**src/rtl/pipelined_control_unit.sv**
```systemverilog
// RISC-8 decode-stage control: opcode decode, load-use hazard detection and
// the ID/EX control register, with saturating bubble/illegal debug counters.
module pipelined_control_unit #(
   parameter int unsigned OPCODE_W = 4,
   parameter int unsigned REG_W    = 3,
   parameter int unsigned ALUOP_W  = 4,
   parameter int unsigned CNT_W    = 8
) (
   input  logic                clk,
   input  logic                rst,
   input  logic                id_valid,
   input  logic [OPCODE_W-1:0] id_opcode,
   input  logic [REG_W-1:0]    id_rs1,
   input  logic [REG_W-1:0]    id_rs2,
   input  logic [REG_W-1:0]    id_rd,
   input  logic                flush,
   output logic                stall,
   output logic                ex_regwrite,
   output logic                ex_memread,
   output logic                ex_memwrite,
   output logic                ex_memtoreg,
   output logic                ex_alusrc,
   output logic                ex_branch,
   output logic [ALUOP_W-1:0]  ex_aluop,
   output logic [REG_W-1:0]    ex_rd,
   output logic                ex_valid,
   output logic                illegal,
   output logic [CNT_W-1:0]    bubble_cnt,
   output logic [CNT_W-1:0]    illegal_cnt
);

   logic [3:0]         op_lo;
   logic               upper_zero;
   logic               dec_regwrite, dec_memread, dec_memwrite, dec_memtoreg;
   logic               dec_alusrc, dec_branch, dec_illegal;
   logic               uses_rs1, uses_rs2;
   logic [ALUOP_W-1:0] dec_aluop;
   logic               hazard;

   logic               ex_regwrite_q, ex_memread_q, ex_memwrite_q, ex_memtoreg_q;
   logic               ex_alusrc_q, ex_branch_q, ex_valid_q, illegal_q;
   logic [ALUOP_W-1:0] ex_aluop_q;
   logic [REG_W-1:0]   ex_rd_q;
   logic [CNT_W-1:0]   bubble_cnt_q, illegal_cnt_q;

   logic               ex_regwrite_d, ex_memread_d, ex_memwrite_d, ex_memtoreg_d;
   logic               ex_alusrc_d, ex_branch_d, ex_valid_d, illegal_d;
   logic [ALUOP_W-1:0] ex_aluop_d;
   logic [REG_W-1:0]   ex_rd_d;
   logic [CNT_W-1:0]   bubble_cnt_d, illegal_cnt_d;

   assign op_lo      = id_opcode[3:0];
   assign upper_zero = ((id_opcode >> 4) == '0);

   // Opcode decode; illegal opcodes decode as NOP with no source usage.
   always_comb begin : decode
      dec_regwrite = 1'b0;
      dec_memread  = 1'b0;
      dec_memwrite = 1'b0;
      dec_memtoreg = 1'b0;
      dec_alusrc   = 1'b0;
      dec_branch   = 1'b0;
      dec_aluop    = '0;
      dec_illegal  = 1'b0;
      uses_rs1     = 1'b0;
      uses_rs2     = 1'b0;
      if (upper_zero) begin
         case (op_lo)
            4'h0, 4'h1, 4'h2, 4'h3: begin
               dec_regwrite = 1'b1;
               dec_aluop    = ALUOP_W'(op_lo);
               uses_rs1     = 1'b1;
               uses_rs2     = 1'b1;
            end
            4'h4: begin
               dec_regwrite = 1'b1;
               dec_alusrc   = 1'b1;
               uses_rs1     = 1'b1;
            end
            4'h5: begin
               dec_regwrite = 1'b1;
               dec_memread  = 1'b1;
               dec_memtoreg = 1'b1;
               dec_alusrc   = 1'b1;
               uses_rs1     = 1'b1;
            end
            4'h6: begin
               dec_memwrite = 1'b1;
               dec_alusrc   = 1'b1;
               uses_rs1     = 1'b1;
               uses_rs2     = 1'b1;
            end
            4'h7: begin
               dec_branch   = 1'b1;
               dec_aluop    = ALUOP_W'(4'd1);
               uses_rs1     = 1'b1;
               uses_rs2     = 1'b1;
            end
            4'hF: ;
            default: dec_illegal = 1'b1;
         endcase
      end else begin
         dec_illegal = 1'b1;
      end
   end

   // Load-use hazard against the load currently in EX; flush wins over stall.
   assign hazard = id_valid & ex_valid_q & ex_memread_q &
                   ((uses_rs1 & (id_rs1 == ex_rd_q)) | (uses_rs2 & (id_rs2 == ex_rd_q)));
   assign stall  = hazard & ~flush;

   always_comb begin : next_state
      ex_regwrite_d = 1'b0;
      ex_memread_d  = 1'b0;
      ex_memwrite_d = 1'b0;
      ex_memtoreg_d = 1'b0;
      ex_alusrc_d   = 1'b0;
      ex_branch_d   = 1'b0;
      ex_aluop_d    = '0;
      ex_rd_d       = '0;
      ex_valid_d    = 1'b0;
      illegal_d     = 1'b0;
      bubble_cnt_d  = bubble_cnt_q;
      illegal_cnt_d = illegal_cnt_q;
      if (flush || stall) begin
         if (bubble_cnt_q != '1) bubble_cnt_d = bubble_cnt_q + CNT_W'(1);
      end else if (id_valid) begin
         ex_regwrite_d = dec_regwrite;
         ex_memread_d  = dec_memread;
         ex_memwrite_d = dec_memwrite;
         ex_memtoreg_d = dec_memtoreg;
         ex_alusrc_d   = dec_alusrc;
         ex_branch_d   = dec_branch;
         ex_aluop_d    = dec_aluop;
         ex_rd_d       = id_rd;
         ex_valid_d    = 1'b1;
         if (dec_illegal) begin
            illegal_d = 1'b1;
            if (illegal_cnt_q != '1) illegal_cnt_d = illegal_cnt_q + CNT_W'(1);
         end
      end
   end

   always_ff @(posedge clk) begin
      if (rst) begin
         ex_regwrite_q <= 1'b0;
         ex_memread_q  <= 1'b0;
         ex_memwrite_q <= 1'b0;
         ex_memtoreg_q <= 1'b0;
         ex_alusrc_q   <= 1'b0;
         ex_branch_q   <= 1'b0;
         ex_aluop_q    <= '0;
         ex_rd_q       <= '0;
         ex_valid_q    <= 1'b0;
         illegal_q     <= 1'b0;
         bubble_cnt_q  <= '0;
         illegal_cnt_q <= '0;
      end else begin
         ex_regwrite_q <= ex_regwrite_d;
         ex_memread_q  <= ex_memread_d;
         ex_memwrite_q <= ex_memwrite_d;
         ex_memtoreg_q <= ex_memtoreg_d;
         ex_alusrc_q   <= ex_alusrc_d;
         ex_branch_q   <= ex_branch_d;
         ex_aluop_q    <= ex_aluop_d;
         ex_rd_q       <= ex_rd_d;
         ex_valid_q    <= ex_valid_d;
         illegal_q     <= illegal_d;
         bubble_cnt_q  <= bubble_cnt_d;
         illegal_cnt_q <= illegal_cnt_d;
      end
   end

   assign ex_regwrite = ex_regwrite_q;
   assign ex_memread  = ex_memread_q;
   assign ex_memwrite = ex_memwrite_q;
   assign ex_memtoreg = ex_memtoreg_q;
   assign ex_alusrc   = ex_alusrc_q;
   assign ex_branch   = ex_branch_q;
   assign ex_aluop    = ex_aluop_q;
   assign ex_rd       = ex_rd_q;
   assign ex_valid    = ex_valid_q;
   assign illegal     = illegal_q;
   assign bubble_cnt  = bubble_cnt_q;
   assign illegal_cnt = illegal_cnt_q;

endmodule

```
**config.mk**
```make
export PLATFORM = sky130hd
export DESIGN_NAME = pipelined_control_unit
export DESIGN_NICKNAME = d
export VERILOG_FILES = /design/src/rtl/pipelined_control_unit.sv
export SDC_FILE = /design/constraint.sdc
export NUM_CORES = 1
export LEC_CHECK = 0
export CAP_MARGIN = 0
export CORE_MARGIN = 5
export CORE_UTILIZATION = 43
export DETAILED_ROUTE_END_ITERATION = 7
export PLACE_DENSITY = 0.79
export SLEW_MARGIN = 15
export SYNTH_ARGS = -nofsm -noshare
export SYNTH_HDL_FRONTEND = slang
export SYNTH_SLANG_ARGS = --single-unit
```
**constraint.sdc**
```tcl
create_clock -name clk -period 2 [get_ports clk]
set_input_delay 0.2 -clock clk [delete_from_list [all_inputs] [get_ports clk]]
set_output_delay 0.2 -clock clk [all_outputs]
set_load 0.02 [all_outputs]
```
==> results.sh <==
export IMPL_startpoint_type="flip-flop"
export IMPL_cellLeakagePower_nw=0.710
export IMPL_total_routed_length_um=3160
export IMPL_via_count=1208
export IMPL_worst_hold_path_type="in -> reg"
export IMPL_timing_max_transition_violations_final=0
export IMPL_total_power_mw=1.23
export IMPL_final_nets=218
export IMPL_clock_tree_htree_level_count=2
export IMPL_placement_io_buffers=48
export IMPL_rr_worst_depth=6
export IMPL_drt_initial_violations=78
export IMPL_coreArea_mm2=0.00278
export IMPL_tritoncts_num_buffers=5
export IMPL_unrepaired_setup_endpoints_after_global_routing="no"
export IMPL_crit_chain="xnor2_1 -> and4_1 -> o21ai_1 -> nor2_1 -> dlygate4sd2_1"
export IMPL_core_rowCount=19
export IMPL_clkTransAtPathRegs_ns=0.09
export IMPL_weighted_congestion_reported_at_the_end_of_routability_driven_placement=0.838
export IMPL_crit_arrival_ns=1.66
export IMPL_finalNonFillerCells=231
export IMPL_cp_data_required_time_ns=1.80
export IMPL_grt_pass1_wl_um=5360
export IMPL_r2r_start="ex_rd[1]"
export IMPL_synth_largest_area_cell="sky130_fd_sc_hd__dfxtp_1"
export IMPL_outcome="finished, final reports clean"
export IMPL_ratio_of_cells_with_drive_above_1_in_the_final_layout_pct=7.50
export IMPL_detailedRoute_firstPassIterationCount=4
export IMPL_place_area_mm2=0.00183
export IMPL_ant_nets=0
export IMPL_grt_use_total_pct=16.7
export IMPL_cts_resized=1
export IMPL_synth_distinct_cells=34
export IMPL_path_class="reg -> out"
export IMPL_crit_slowest_cell="sky130_fd_sc_hd__dfxtp_1"
export IMPL_worstSetupPathDepth=5
export IMPL_synth_top_cell_area_share_pct=47.4
export IMPL_pin_count=49
export IMPL_final_period_utilization_pct=93.1
export IMPL_period_minus_slack_ns=1.86
export IMPL_timing_critical_path_to_type="primary output"
export IMPL_critical_path_buf_inv_count=1
export IMPL_die_h_um=64.3
export IMPL_post_synth_cell_area_avg_um2=9.11
export IMPL_postCtsSetupBuffers=0
export IMPL_die_width_um=64.3
export IMPL_rrSetupSlack_ns=0.28
export IMPL_ranking_of_synthesized_cells_by_instance_count="sky130_fd_sc_hd__dfxtp_1, sky130_fd_sc_hd__nor2_1, sky130_fd_sc_hd__xnor2_1, sky130_fd_sc_hd__nand2_1"
export IMPL_critical_path_max_stage_delay_ns=0.41
export IMPL_tritoncts="built"
export IMPL_asyncSetResetFlopFracSynth_pct=0
export IMPL_ys_warn_count=0
export IMPL_power_per_cell_area_mw_per_mm2=644
export IMPL_post_synth_edffs=0
export IMPL_area_growth_syn_to_layout_pct=50.3
export IMPL_initial_utilization_pct=45.5
export IMPL_clkSinkCount=30
export IMPL_antenna_diode_count=0
export IMPL_yosys_cell_count_top_type="sky130_fd_sc_hd__dfxtp_1"
export IMPL_placed_cells=223
export IMPL_final_setup_tns_ns=0
export IMPL_cts_root_buf="sky130_fd_sc_hd__clkbuf_4"
export IMPL_vias_per_cell=5.23
export IMPL_floorplan_die_area_mm2=0.00413
export IMPL_remaining_drc_errors=0
export IMPL_primary_flip_flop_cell_chosen_by_synthesis_mapping="sky130_fd_sc_hd__dfxtp_1"
export IMPL_report_final_setup_viol=0
export IMPL_critical_path_endpoint="stall"
export IMPL_design_area_mm2=0.00190
export IMPL_ctsLongestPathBuffers=2
export IMPL_path_delay_family="flip-flops"
export IMPL_total_standard_cell_area_after_synthesis_mm2=0.00127
export IMPL_worstPathMaxFanout=3
export IMPL_grt_pass1_vias=1221
export IMPL_grt_remaining_overflow=0
export IMPL_grt_antenna_before_repair=0
export IMPL_clock_insertion_delay_worst_skew_ns=0.33
export IMPL_fmaxAchievable_mhz=537
export IMPL_timing_clock_skew_ns=0.00632
export IMPL_postSynthCellCount=139
export IMPL_timing_max_cap_violations=0
export IMPL_synthTopCellsByArea="sky130_fd_sc_hd__dfxtp_1, sky130_fd_sc_hd__xnor2_1, sky130_fd_sc_hd__nor2_1, sky130_fd_sc_hd__nand2_1, sky130_fd_sc_hd__and3_1"
export IMPL_place_hpwl_um=2460
export IMPL_ys_seq_elements=30
export IMPL_whs_ns=0.428
export IMPL_grt_start_max_net_pins=18
export IMPL_ir_drop_mv=0.763
export IMPL_synth_seq_area_share_pct=47.4
export IMPL_timing_hold_worst_start="id_rd[1]"
export IMPL_r2r_end="bubble_cnt[5]"
export IMPL_hold_violations=0
export IMPL_cts_hold_buf=0
export IMPL_route_detailed_wl_per_inst_um=13.7
export IMPL_first_element_of_the_critical_path="ex_rd[1]"
[metrics by stage]
| stage | utilization [%] | worst slack (ns) |
|---|---|---|
| finish | 68.4 | 0.137 |
| CTS | 68.4 | 0.102 |
| global placement | 65.8 | 0.0234 |
| floorplan | - | 0.386 |
| global route | 68.4 | 0.00189 |
| detailed placement | 65.8 | -0.0475 |
[registers in the layout (all words and copies together), names as in the netlist]
name,count
ex_memtoreg,1
illegal_cnt,8
bubble_cnt,8
illegal,1
ex_aluop,4
ex_memwrite,1
ex_branch,1
ex_alusrc,1
ex_rd,3
ex_regwrite,1
ex_valid,1
[worst register-to-register path, stage by stage (launching register included)]
cell,delay (ns)
sky130_fd_sc_hd__dfxtp_1,0.41
sky130_fd_sc_hd__xnor2_1,0.15
sky130_fd_sc_hd__and4_1,0.24
sky130_fd_sc_hd__a21oi_1,0.08
sky130_fd_sc_hd__buf_4,0.18
sky130_fd_sc_hd__nor3_1,0.21
sky130_fd_sc_hd__mux2_2,0.35
[report_power, final]
| part | switching (mW) | internal (mW) |
|---|---|---|
| combinational | 0.0610 | 0.0769 |
| clock | 0.204 | 0.265 |
| sequential | 0.00941 | 0.609 |
[layout by cell type, fill, tap and decap left out, types with 2 or more instances in the layout]
master	n
sky130_fd_sc_hd__clkbuf_4	5
sky130_fd_sc_hd__nor4_1	3
sky130_fd_sc_hd__nand2b_1	2
sky130_fd_sc_hd__conb_1	2
sky130_fd_sc_hd__nand3_1	6
sky130_fd_sc_hd__nand4b_1	2
sky130_fd_sc_hd__nand4_1	3
sky130_fd_sc_hd__o21ai_0	5
sky130_fd_sc_hd__nor2_1	13
sky130_fd_sc_hd__and3_1	7
sky130_fd_sc_hd__inv_1	2
sky130_fd_sc_hd__or3_1	4
sky130_fd_sc_hd__nor2b_1	3
sky130_fd_sc_hd__dfxtp_1	30
sky130_fd_sc_hd__clkdlybuf4s50_1	47
sky130_fd_sc_hd__a21oi_1	7
sky130_fd_sc_hd__buf_4	8
sky130_fd_sc_hd__clkbuf_1	2
sky130_fd_sc_hd__nor3b_1	4
sky130_fd_sc_hd__ha_1	2
sky130_fd_sc_hd__xnor2_1	13
sky130_fd_sc_hd__nor3_1	4
sky130_fd_sc_hd__nand2_1	12
[final cells by class]
| class | instances | area (um^2) |
|---|---|---|
| well taps | 31 | 38.8 |
| fillers | 245 | 878 |
| flip-flops and latches | 30 | 601 |
| inverters | 2 | 7.51 |
| repair buffers | 56 | 539 |
| clock buffers | 7 | 45.0 |
| clock inverters | 1 | 30.0 |
| multi-input cells | 104 | 642 |
[routing by layer]
metal	wire, um	up-vias	track usage, %
li1	-	607	-
met1	1300	549	18.3
met2	1410	46	25.9
met3	373	6	9.46
met4	68	0	7.63
met5	0	-	0
[how the worst min path moves through the flow]
stage	to	cells after the start
2_1_floorplan	ex_regwrite	1
3_3_place_gp	bubble_cnt[1]	2
3_5_place_dp	bubble_cnt[1]	2
4_1_cts	ex_rd[1]	2
5_1_grt	ex_rd[1]	2
6_report	ex_rd[1]	2
[cell families (layout without fill, tap and decap cells)]
group                    after synthesis  in the layout  synth area share, %
adder cells (fa/ha/maj)                2              2                 1.98
AND/OR/NAND/NOR                       67             67                 28.7
multiplexers                           3              3                 2.57
buffers and inverters                  6             66                 2.17
AO/OA/AOI/OAI                         17             17                 7.90
other                                  1              2                0.296
flip-flops                            30             30                 47.4
XOR/XNOR                              13             13                 8.99
No activity file was read; power rests on OpenSTA's default activity.
